File: src/rtl/stream_rr_arbiter_pkg.sv
// Shared constants for the stream round-robin arbiter and its helpers.
package stream_rr_arbiter_pkg;

    localparam logic STATE_IDLE  = 1'b0;
    localparam logic STATE_BURST = 1'b1;

    // Width of the per-grant beat counter; burst caps up to 65535 fit.
    localparam int BEAT_CNT_WIDTH = 16;

    typedef enum logic {
        ST_IDLE  = STATE_IDLE,
        ST_BURST = STATE_BURST
    } state_t;

endpackage

File: src/rtl/stream_rr_arbiter_rr_pick.sv
// Combinational round-robin picker: returns the first requesting index
// strictly above last_grant, wrapping to the lowest requester otherwise.
module rr_pick
    import stream_rr_arbiter_pkg::*;
#(
    parameter int C_NUM_PORTS = 4,
    parameter int C_ID_WIDTH  = 2
) (
    input  logic [C_NUM_PORTS-1:0] req,
    input  logic [C_ID_WIDTH-1:0]  last_grant,
    output logic [C_ID_WIDTH-1:0]  next_idx,
    output logic                   any_req
);

    // Requests sitting above the previous winner get priority this round.
    logic [C_NUM_PORTS-1:0] upper_req;

    for (genvar gi = 0; gi < C_NUM_PORTS; gi++) begin : g_mask
        assign upper_req[gi] = req[gi] & (C_ID_WIDTH'(gi) > last_grant);
    end

    logic [C_ID_WIDTH-1:0] lo_idx;
    logic [C_ID_WIDTH-1:0] hi_idx;

    // Lowest set bit of the masked and unmasked vectors; masked wins if any.
    always_comb begin
        lo_idx = '0;
        hi_idx = '0;
        for (int i = C_NUM_PORTS - 1; i >= 0; i--) begin
            if (req[i]) begin
                lo_idx = C_ID_WIDTH'(i);
            end
            if (upper_req[i]) begin
                hi_idx = C_ID_WIDTH'(i);
            end
        end
        next_idx = (|upper_req) ? hi_idx : lo_idx;
        any_req  = |req;
    end

endmodule

File: src/rtl/stream_rr_arbiter.sv
// Round-robin stream arbiter: grants one requester per packet (capped at
// C_MAX_BURST beats) and forwards beats through one output register,
// tagging each with its source port id.
module stream_rr_arbiter
    import stream_rr_arbiter_pkg::*;
#(
    parameter int C_NUM_PORTS  = 4,
    parameter int C_ID_WIDTH   = 2,
    parameter int C_DATA_WIDTH = 64,
    parameter int C_MAX_BURST  = 16
) (
    input  logic                              clk,
    input  logic                              resetn,
    input  logic [C_NUM_PORTS-1:0]            s_valid,
    output logic [C_NUM_PORTS-1:0]            s_ready,
    input  logic [C_NUM_PORTS*C_DATA_WIDTH-1:0] s_data,
    input  logic [C_NUM_PORTS-1:0]            s_last,
    output logic                              m_valid,
    input  logic                              m_ready,
    output logic [C_DATA_WIDTH-1:0]           m_data,
    output logic                              m_last,
    output logic [C_ID_WIDTH-1:0]             m_id,
    output logic                              grant_active
);

    localparam logic [C_ID_WIDTH-1:0]     LAST_PORT = C_ID_WIDTH'(C_NUM_PORTS - 1);
    localparam logic [BEAT_CNT_WIDTH-1:0] CNT_CAP   = BEAT_CNT_WIDTH'(C_MAX_BURST - 1);

    state_t                    state_reg, state_next;
    logic [C_ID_WIDTH-1:0]     grant_reg, grant_next;
    logic [C_ID_WIDTH-1:0]     last_grant_reg, last_grant_next;
    logic [BEAT_CNT_WIDTH-1:0] beat_cnt_reg, beat_cnt_next;

    logic                      m_valid_reg;
    logic [C_DATA_WIDTH-1:0]   m_data_reg;
    logic                      m_last_reg;
    logic [C_ID_WIDTH-1:0]     m_id_reg;

    logic [C_DATA_WIDTH-1:0]   port_data [C_NUM_PORTS];

    for (genvar gi = 0; gi < C_NUM_PORTS; gi++) begin : g_unpack
        assign port_data[gi] = s_data[gi*C_DATA_WIDTH +: C_DATA_WIDTH];
    end

    logic                    in_burst;
    logic                    out_free;
    logic                    xfer;
    logic                    sel_last;
    logic [C_DATA_WIDTH-1:0] sel_data;
    logic [C_ID_WIDTH-1:0]   pick_idx;
    logic                    any_req;

    assign in_burst = (state_reg == ST_BURST);
    // The output register can take a new beat when empty or being drained.
    assign out_free = ~m_valid_reg | m_ready;
    assign sel_data = port_data[grant_reg];
    assign sel_last = s_last[grant_reg];
    assign xfer     = in_burst & s_valid[grant_reg] & out_free;

    for (genvar gi = 0; gi < C_NUM_PORTS; gi++) begin : g_ready
        assign s_ready[gi] = in_burst & (grant_reg == C_ID_WIDTH'(gi)) & out_free;
    end

    rr_pick #(
        .C_NUM_PORTS (C_NUM_PORTS),
        .C_ID_WIDTH  (C_ID_WIDTH)
    ) u_pick (
        .req        (s_valid),
        .last_grant (last_grant_reg),
        .next_idx   (pick_idx),
        .any_req    (any_req)
    );

    // Next-state logic: arbitrate in IDLE, count beats and end grants in BURST.
    always_comb begin
        state_next      = state_reg;
        grant_next      = grant_reg;
        last_grant_next = last_grant_reg;
        beat_cnt_next   = beat_cnt_reg;
        case (state_reg)
            ST_IDLE: begin
                if (any_req) begin
                    grant_next    = pick_idx;
                    beat_cnt_next = '0;
                    state_next    = ST_BURST;
                end
            end
            ST_BURST: begin
                if (xfer) begin
                    // A cap break leaves m_last alone; the packet tail re-arbitrates.
                    if (sel_last || (beat_cnt_reg == CNT_CAP)) begin
                        last_grant_next = grant_reg;
                        state_next      = ST_IDLE;
                    end else begin
                        beat_cnt_next = beat_cnt_reg + 1'b1;
                    end
                end
            end
            default: begin
                state_next = ST_IDLE;
            end
        endcase
    end

    // Arbitration state register.
    always_ff @(posedge clk or negedge resetn) begin
        if (!resetn) begin
            state_reg      <= ST_IDLE;
            grant_reg      <= '0;
            last_grant_reg <= LAST_PORT;
            beat_cnt_reg   <= '0;
        end else begin
            state_reg      <= state_next;
            grant_reg      <= grant_next;
            last_grant_reg <= last_grant_next;
            beat_cnt_reg   <= beat_cnt_next;
        end
    end

    // Output register: load on transfer, clear valid once the sink accepts.
    always_ff @(posedge clk or negedge resetn) begin
        if (!resetn) begin
            m_valid_reg <= 1'b0;
            m_data_reg  <= '0;
            m_last_reg  <= 1'b0;
            m_id_reg    <= '0;
        end else if (xfer) begin
            m_valid_reg <= 1'b1;
            m_data_reg  <= sel_data;
            m_last_reg  <= sel_last;
            m_id_reg    <= grant_reg;
        end else if (m_ready) begin
            m_valid_reg <= 1'b0;
        end
    end

    assign m_valid      = m_valid_reg;
    assign m_data       = m_data_reg;
    assign m_last       = m_last_reg;
    assign m_id         = m_id_reg;
    assign grant_active = in_burst;

endmodule
File: config.mk
export PLATFORM = sky130hd
export DESIGN_NAME = stream_rr_arbiter
export DESIGN_NICKNAME = d
export VERILOG_FILES = /design/src/rtl/stream_rr_arbiter_pkg.sv /design/src/rtl/stream_rr_arbiter_rr_pick.sv /design/src/rtl/stream_rr_arbiter.sv
export SDC_FILE = /design/constraint.sdc
export NUM_CORES = 1
export LEC_CHECK = 0
export ABC_AREA = 1
export CAP_MARGIN = 20
export CORE_MARGIN = 10
export CORE_UTILIZATION = 35
export CTS_CLUSTER_DIAMETER = 30
export DETAILED_ROUTE_END_ITERATION = 12
export PLACE_DENSITY = 0.84
export SYNTH_ARGS = -nofsm -noshare
export SYNTH_HDL_FRONTEND = slang
export SYNTH_SLANG_ARGS = --single-unit
File: constraint.sdc
create_clock -name clk -period 1.7 [get_ports clk]
set_clock_uncertainty 0.2 [all_clocks]
set_input_delay 0.17 -clock clk [delete_from_list [all_inputs] [get_ports clk]]
set_output_delay 0.17 -clock clk [all_outputs]
set_load 0.01 [all_outputs]
# Word level (Yosys, flattened, before mapping)
# Cells that the tools add are included.
[classes] eq_ne=7 bitwise_logic=18 muxes=26 order_cmp=6 add_sub_neg=1 n_reduce_logical=8
[op_table] operator="binary-select mux 64 bit (select 2 bit)" count=1
[op_table] operator="2-to-1 mux 64 bit" count=2
[op_table] operator="2-to-1 mux 16 bit" count=3
[op_table] operator="case mux 16 bit (2 select lines)" count=1
[op_table] operator="2-to-1 mux 2 bit" count=9
[op_table] operator="adder 16 x 1 -> 16 bit, second input constant" count=1
[op_table] operator="== test 16 x 4 -> 1 bit, second input constant" count=1
[op_table] operator="bitwise AND 1 bit" count=14
[op_table] operator="OR reduction 4 bit" count=2
[op_table] operator="2-to-1 mux 1 bit" count=7
[op_table] operator="AND reduction 3 bit" count=2
[op_table] operator="binary-select mux 1 bit (select 2 bit)" count=2
[op_table] operator="== test 2 bit, second input constant" count=2
[op_table] operator="greater-than comparator 1 x 2 -> 1 bit, first input constant" count=2
[op_table] operator="greater-than comparator 2 bit, first input constant" count=2
[op_table] operator="!= test 2 bit, second input constant" count=2
[op_table] operator="greater-or-equal comparator 3 bit, second input constant" count=1
[op_table] operator="less-than comparator 2 x 3 -> 1 bit, second input constant" count=1
[op_table] operator="NOT 2 -> 3 bit" count=1
[op_table] operator="== test 2 x 1 -> 1 bit, second input constant" count=1
[op_table] operator="zero test 2 bit" count=1
[op_table] operator="!= test 2 x 1 -> 1 bit, second input constant" count=1
[op_table] operator="NOT 1 bit" count=2
[op_table] operator="case mux 1 bit (2 select lines)" count=1
[op_table] operator="other kinds (4)" count=4
[totals] elab_cells=74 inputBits=267 out_inout_bits=73 ff_bits=89

# Logic depth before layout (Yosys ltp)
[depth] depth_word=7 mapped_depth=12 mapped_depth_nobuf=10

# Hierarchy
# From an unflattened synthesis, not the netlist that was laid out.
[unflattened] cells_unflattened=898 hier_area_um2=5875.6
[by_module_without_submodules] mod="stream_rr_arbiter" seq_area_each_um2=2229.6 cells_per_inst=876 n_inst=1 area_each_um2=5780.5
[by_module_without_submodules] mod="rr_pick" seq_area_each_um2=0.0 cells_per_inst=22 n_inst=1 area_each_um2=95.1

# Worst setup path before layout
# OpenSTA, ideal clock, no wires.
[synth_path] kind="reg2reg" startpoint="register beat_cnt_reg[0]" endpoint="register beat_cnt_reg[14]" arrival_time_ns=1.307 path_buffers=1 path_slack_ns=0.077 t_required_ns=1.384 synth_period_minus_slack_ns=1.623 stages_incl_launch_ff=11 setup_time_ns=0.116 cell_sequence="dfrtp_1 ha_1 nand3_1 nor2_1 nand2_1 nand3_2 nand2_2 nand2_4 buf_6 nand2_1 nand2_1"
[synth_via] elab_chain_cells=4 elab_cells_between_ends=8 cone_classes="add/sub (1); eq/ne (2); mux (3); reduce/logical (2)"
[synth_lines] element="start, declared" line="stream_rr_arbiter.sv:32" text="logic [BEAT_CNT_WIDTH-1:0] beat_cnt_reg, beat_cnt_next;"
[synth_lines] element="start signal, assigned" line="stream_rr_arbiter.sv:116" text="beat_cnt_reg <= beat_cnt_next;"
[synth_lines] element="adder 16 x 1 -> 16 bit or == test 16 x 4 -> 1 bit (tied branches)" line="stream_rr_arbiter.sv:95, stream_rr_arbiter.sv:91"
[synth_lines] element="2-to-1 mux 16 bit or logical OR 1 bit (tied branches)" line="stream_rr_arbiter.sv:91" text="if (sel_last || (beat_cnt_reg == CNT_CAP)) begin"
[synth_lines] element="2-to-1 mux 16 bit or != test 2 bit (tied branches)"
[synth_lines] element="case mux 16 bit (2 select lines) or AND reduction 3 bit (tied branches)"
# Several ways; a longest one is shown, not always the timed one. The select of a mux whose other input is x is not followed.
# A chain may end at the register's enable or synchronous reset.

# Final worst setup path
[layout_path] startpoint="register grant_reg[1]" endpoint="register beat_cnt_reg[1]"
[layout_via] elab_chain_cells=6 elab_cells_between_ends=10 cone_classes="eq/ne (2); mux (4); bitwise (2); reduce/logical (2)"
[layout_lines] element="start, declared" line="stream_rr_arbiter.sv:30" text="logic [C_ID_WIDTH-1:0] grant_reg, grant_next;"
[layout_lines] element="start signal, assigned" line="stream_rr_arbiter.sv:114" text="grant_reg <= grant_next;"
[layout_lines] element="binary-select mux 1 bit (select 2 bit)" line="stream_rr_arbiter.sv:58" text="assign xfer = in_burst & s_valid[grant_reg] & out_free;"
[layout_lines] element="2-to-1 mux 1 bit (implied by the code)" line="stream_rr_arbiter.sv:58"
[layout_lines] element="bitwise AND 1 bit (2 in series)" line="stream_rr_arbiter.sv:58"
[layout_lines] element="!= test 2 x 1 -> 1 bit (no line)"
[layout_lines] element="AND reduction 3 bit (no line) (*)"
# Mark *: on every way between the ends. The rest lies on a longest branch, timed or not. The select of a mux whose other input is x is not followed.

==> metrics <==
Post-Syn Area 0.005834 sq mm; Adder-Cell Fraction of Synth Area 0.002145; # rows 47; Most used DFF post-synth dfrtp_1; Slowest-stage cell, CP dfrtp_4; Buf/Inv on CP 2; Synth Area in Simple Gates 0.5177; Antenna Violating Nets Remaining 0; width of the die 149.1 um; GRT Residual Overflow 0; Worst path max stage delay 540 ps; power per cell area 1668 mW/mm^2; Worst Path Max Fanout 7; worst hold slack 212.7 ps; layout cells sized above 1 0.1680; NumNets Final 1525; Crit path arrival time 1940 ps; die height 149.1 um; Port-buffer cells 339; area of placed instances 0.009769 sq mm; most frequent cells in the layout clkdlybuf4s50_1, nand2_1, nand3_1; initial antenna violation count 10; Fill cells 1283; mean area per synthesized cell 6.637 sq um; Detailed Place HPWL 21610 um; synth warn 0; layout overhead on the synthesized area 94.55%; final core occ 0.6894; CTS Buf Count 9; post-synthesis sequential area ratio 0.3822; count of cell types in the netlist 33; clock net sink count 89; DRC 0; Lkg Pwr 0.005159 uW; I/O pins 340; Compound-Gate Fraction of Synth Area 0.02359; Total Routed Length 33170 um; vias in the first global route 7618; Post-synth ARST share 1.000; min cycle time layout 1894 ps; average routed wire per standard cell 22.22 um; Worst-Skew Late Latency 350 ps; Slew Viols, Final 0; EDFF count, synth 0; XOR/XNOR share of the synthesized area 0.004504; final RePlAce weighted congestion 0.9496; H-tree depth 3; worst slack, placed -358.8 ps; Final Cell Area 0.01135 sq mm; cell chain of the critical path buf_12 > nor2_4 > nand2_2 > nand2_2 > nor2_4 > nand3_4 > nand2_8 > buf_6 > nand3b_1 > nand2_1; CP startpoint kind register; Critical Path RT 1740 ps; CTS root buf clkbuf_16; Cells after Synth 879; Slew @ Worst Pin 510.5 ps; Starting Density 0.3543; worst IR drop on VDD 0.0008677 V; first-pass GRT wire length 44570 um; failing checks negative setup slack; CP Capture Type register; mux share of post-synthesis cell area 0; max FFs per register 64; all-layer global routing usage 0.2572; Rel. slew slack 0.6597; largest net degree at the start of global routing 97; Synth area leaders dfrtp_1, nand2_1, nand3_1, nand4_1, nor2_1; core area 0.01647 sq mm; combinational family with the most area after synthesis simple AND/OR/NAND/NOR gates; fmax 528.1 MHz; Synth area leader dfrtp_1; Setup Viol. Count Final 90; detailed-route via count 8253; Synth Net Count 1147; CTS tree built; Max Buffers Root-to-Sink 2; Yosys reg bits 89; Reg clk slew, reported paths 70 ps; Max-cap violations 0; Worst path top cell family by delay simple AND/OR/NAND/NOR gates; commonest non-fill, non-tap cell in the layout clkdlybuf4s50_1; Crit Path Category reg -> reg; Tcrit/Tclk final 1.114; top-area cell type share of the netlist area 0.3732; hold crit path type in -> async; Die ar. 0.02223 sq mm; Initial DRC Count 868; final hold vios 0; RSZ-0062 raised after global routing true; drt first pass iters 7; Vias/cell 5.528; final setup margin -193.7 ps; status complete, but fails checks
[worst register-to-register path, stage by stage, from the launching register on]
cell and delay [ps]:
dfrtp_4 540, buf_12 170, nor2_4 170, nand2_2 80, nand2_2 90, nor2_4 50, nand3_4 90, nand2_8 110
buf_6 160, nand3b_1 70, nand2_1 50
[report_power, final]
part	switching (uW)	leakage (uW)	total [uW]	internal, uW
sequential	649	0.00112	3680	3030
clock	939	0.000154	2140	1200
combinational	6950	0.00388	13100	6160
total	8540	0.00516	18900	10400
[cells in the mapped netlist (3+ instances only)]
library cell / number
inv_1: 10
clkbuf_1: 33
buf_1: 3
nand4_1: 67
nand2_1: 345
nor3_1: 8
nor2_1: 40
inv_2: 4
dfrtp_1: 87
xor2_1: 3
buf_2: 24
nand3_1: 211
a21oi_1: 6
buf_6: 7
o21ai_0: 6
[final timing paths]
kind,endpoint,slack (ps),from,cells past startpoint
worst max register to register,beat_cnt_reg[1],-190,grant_reg[1],10
max in group asynchronous,grant_reg[0],680,resetn,3
worst min-delay path,m_data[55],210,resetn,3
min in group clk,m_valid,250,m_ready,2
worst max-delay path,beat_cnt_reg[1],-190,grant_reg[1],10
worst min register to register,m_data[56],280,m_data[56],2
[metrics by stage]
step / std cells / total power (uW) / TNS [ps]
floorplan: 879 / 8592 / 0
global placement: 1426 / 13010 / -10340
detailed placement: 1426 / 13190 / -11540
CTS: 1455 / 16420 / -6215
global route: 1491 / 19930 / -13720
finish: 1493 / 18930 / -8940
[layout make-up]
| class | count | area, sq um | share of cell area |
|---|---|---|---|
| multi-input cells | 707 | 3602 | 0.3173 |
| well taps | 220 | 275.3 | 0.02425 |
| flip-flops and latches | 89 | 2237 | 0.1971 |
| repair buffers | 435 | 4815 | 0.4242 |
| clock inverters | 6 | 73.82 | 0.006504 |
| inverters | 15 | 81.33 | 0.007165 |
| diodes | 11 | 27.53 | 0.002425 |
| clock buffers | 10 | 239.0 | 0.02105 |
[routing by layer]
| metal | vias to the layer above | track usage | part of all wire |
|---|---|---|---|
| met4 | 0 | 0.1349 | 0.047 |
| met1 | 3900 | 0.3108 | 0.38 |
| li1 | 3741 | - | - |
| met3 | 92 | 0.07919 | 0.096 |
| met2 | 520 | 0.4035 | 0.48 |
| met5 | - | 0 | 0 |
[cell families (layout without fill, tap and decap cells)]
family	count (synthesis)	in the layout
compound gates	23	23
xor+xnor	3	3
fa+ha+maj	1	1
buf+inv	84	466
flops	89	89
other cells	0	11
simple gates	679	680
[what timing repair did]
action	4_1_cts	5_1_grt
pin swaps	4	35
endpoints found under the setup margin	94	99
hold buffers	1	0
gates resized for setup	50	136
cloned	8	15
hold endpoints to repair	87	0
buffers inserted	4	14
(Power assumes the default switching activity.)
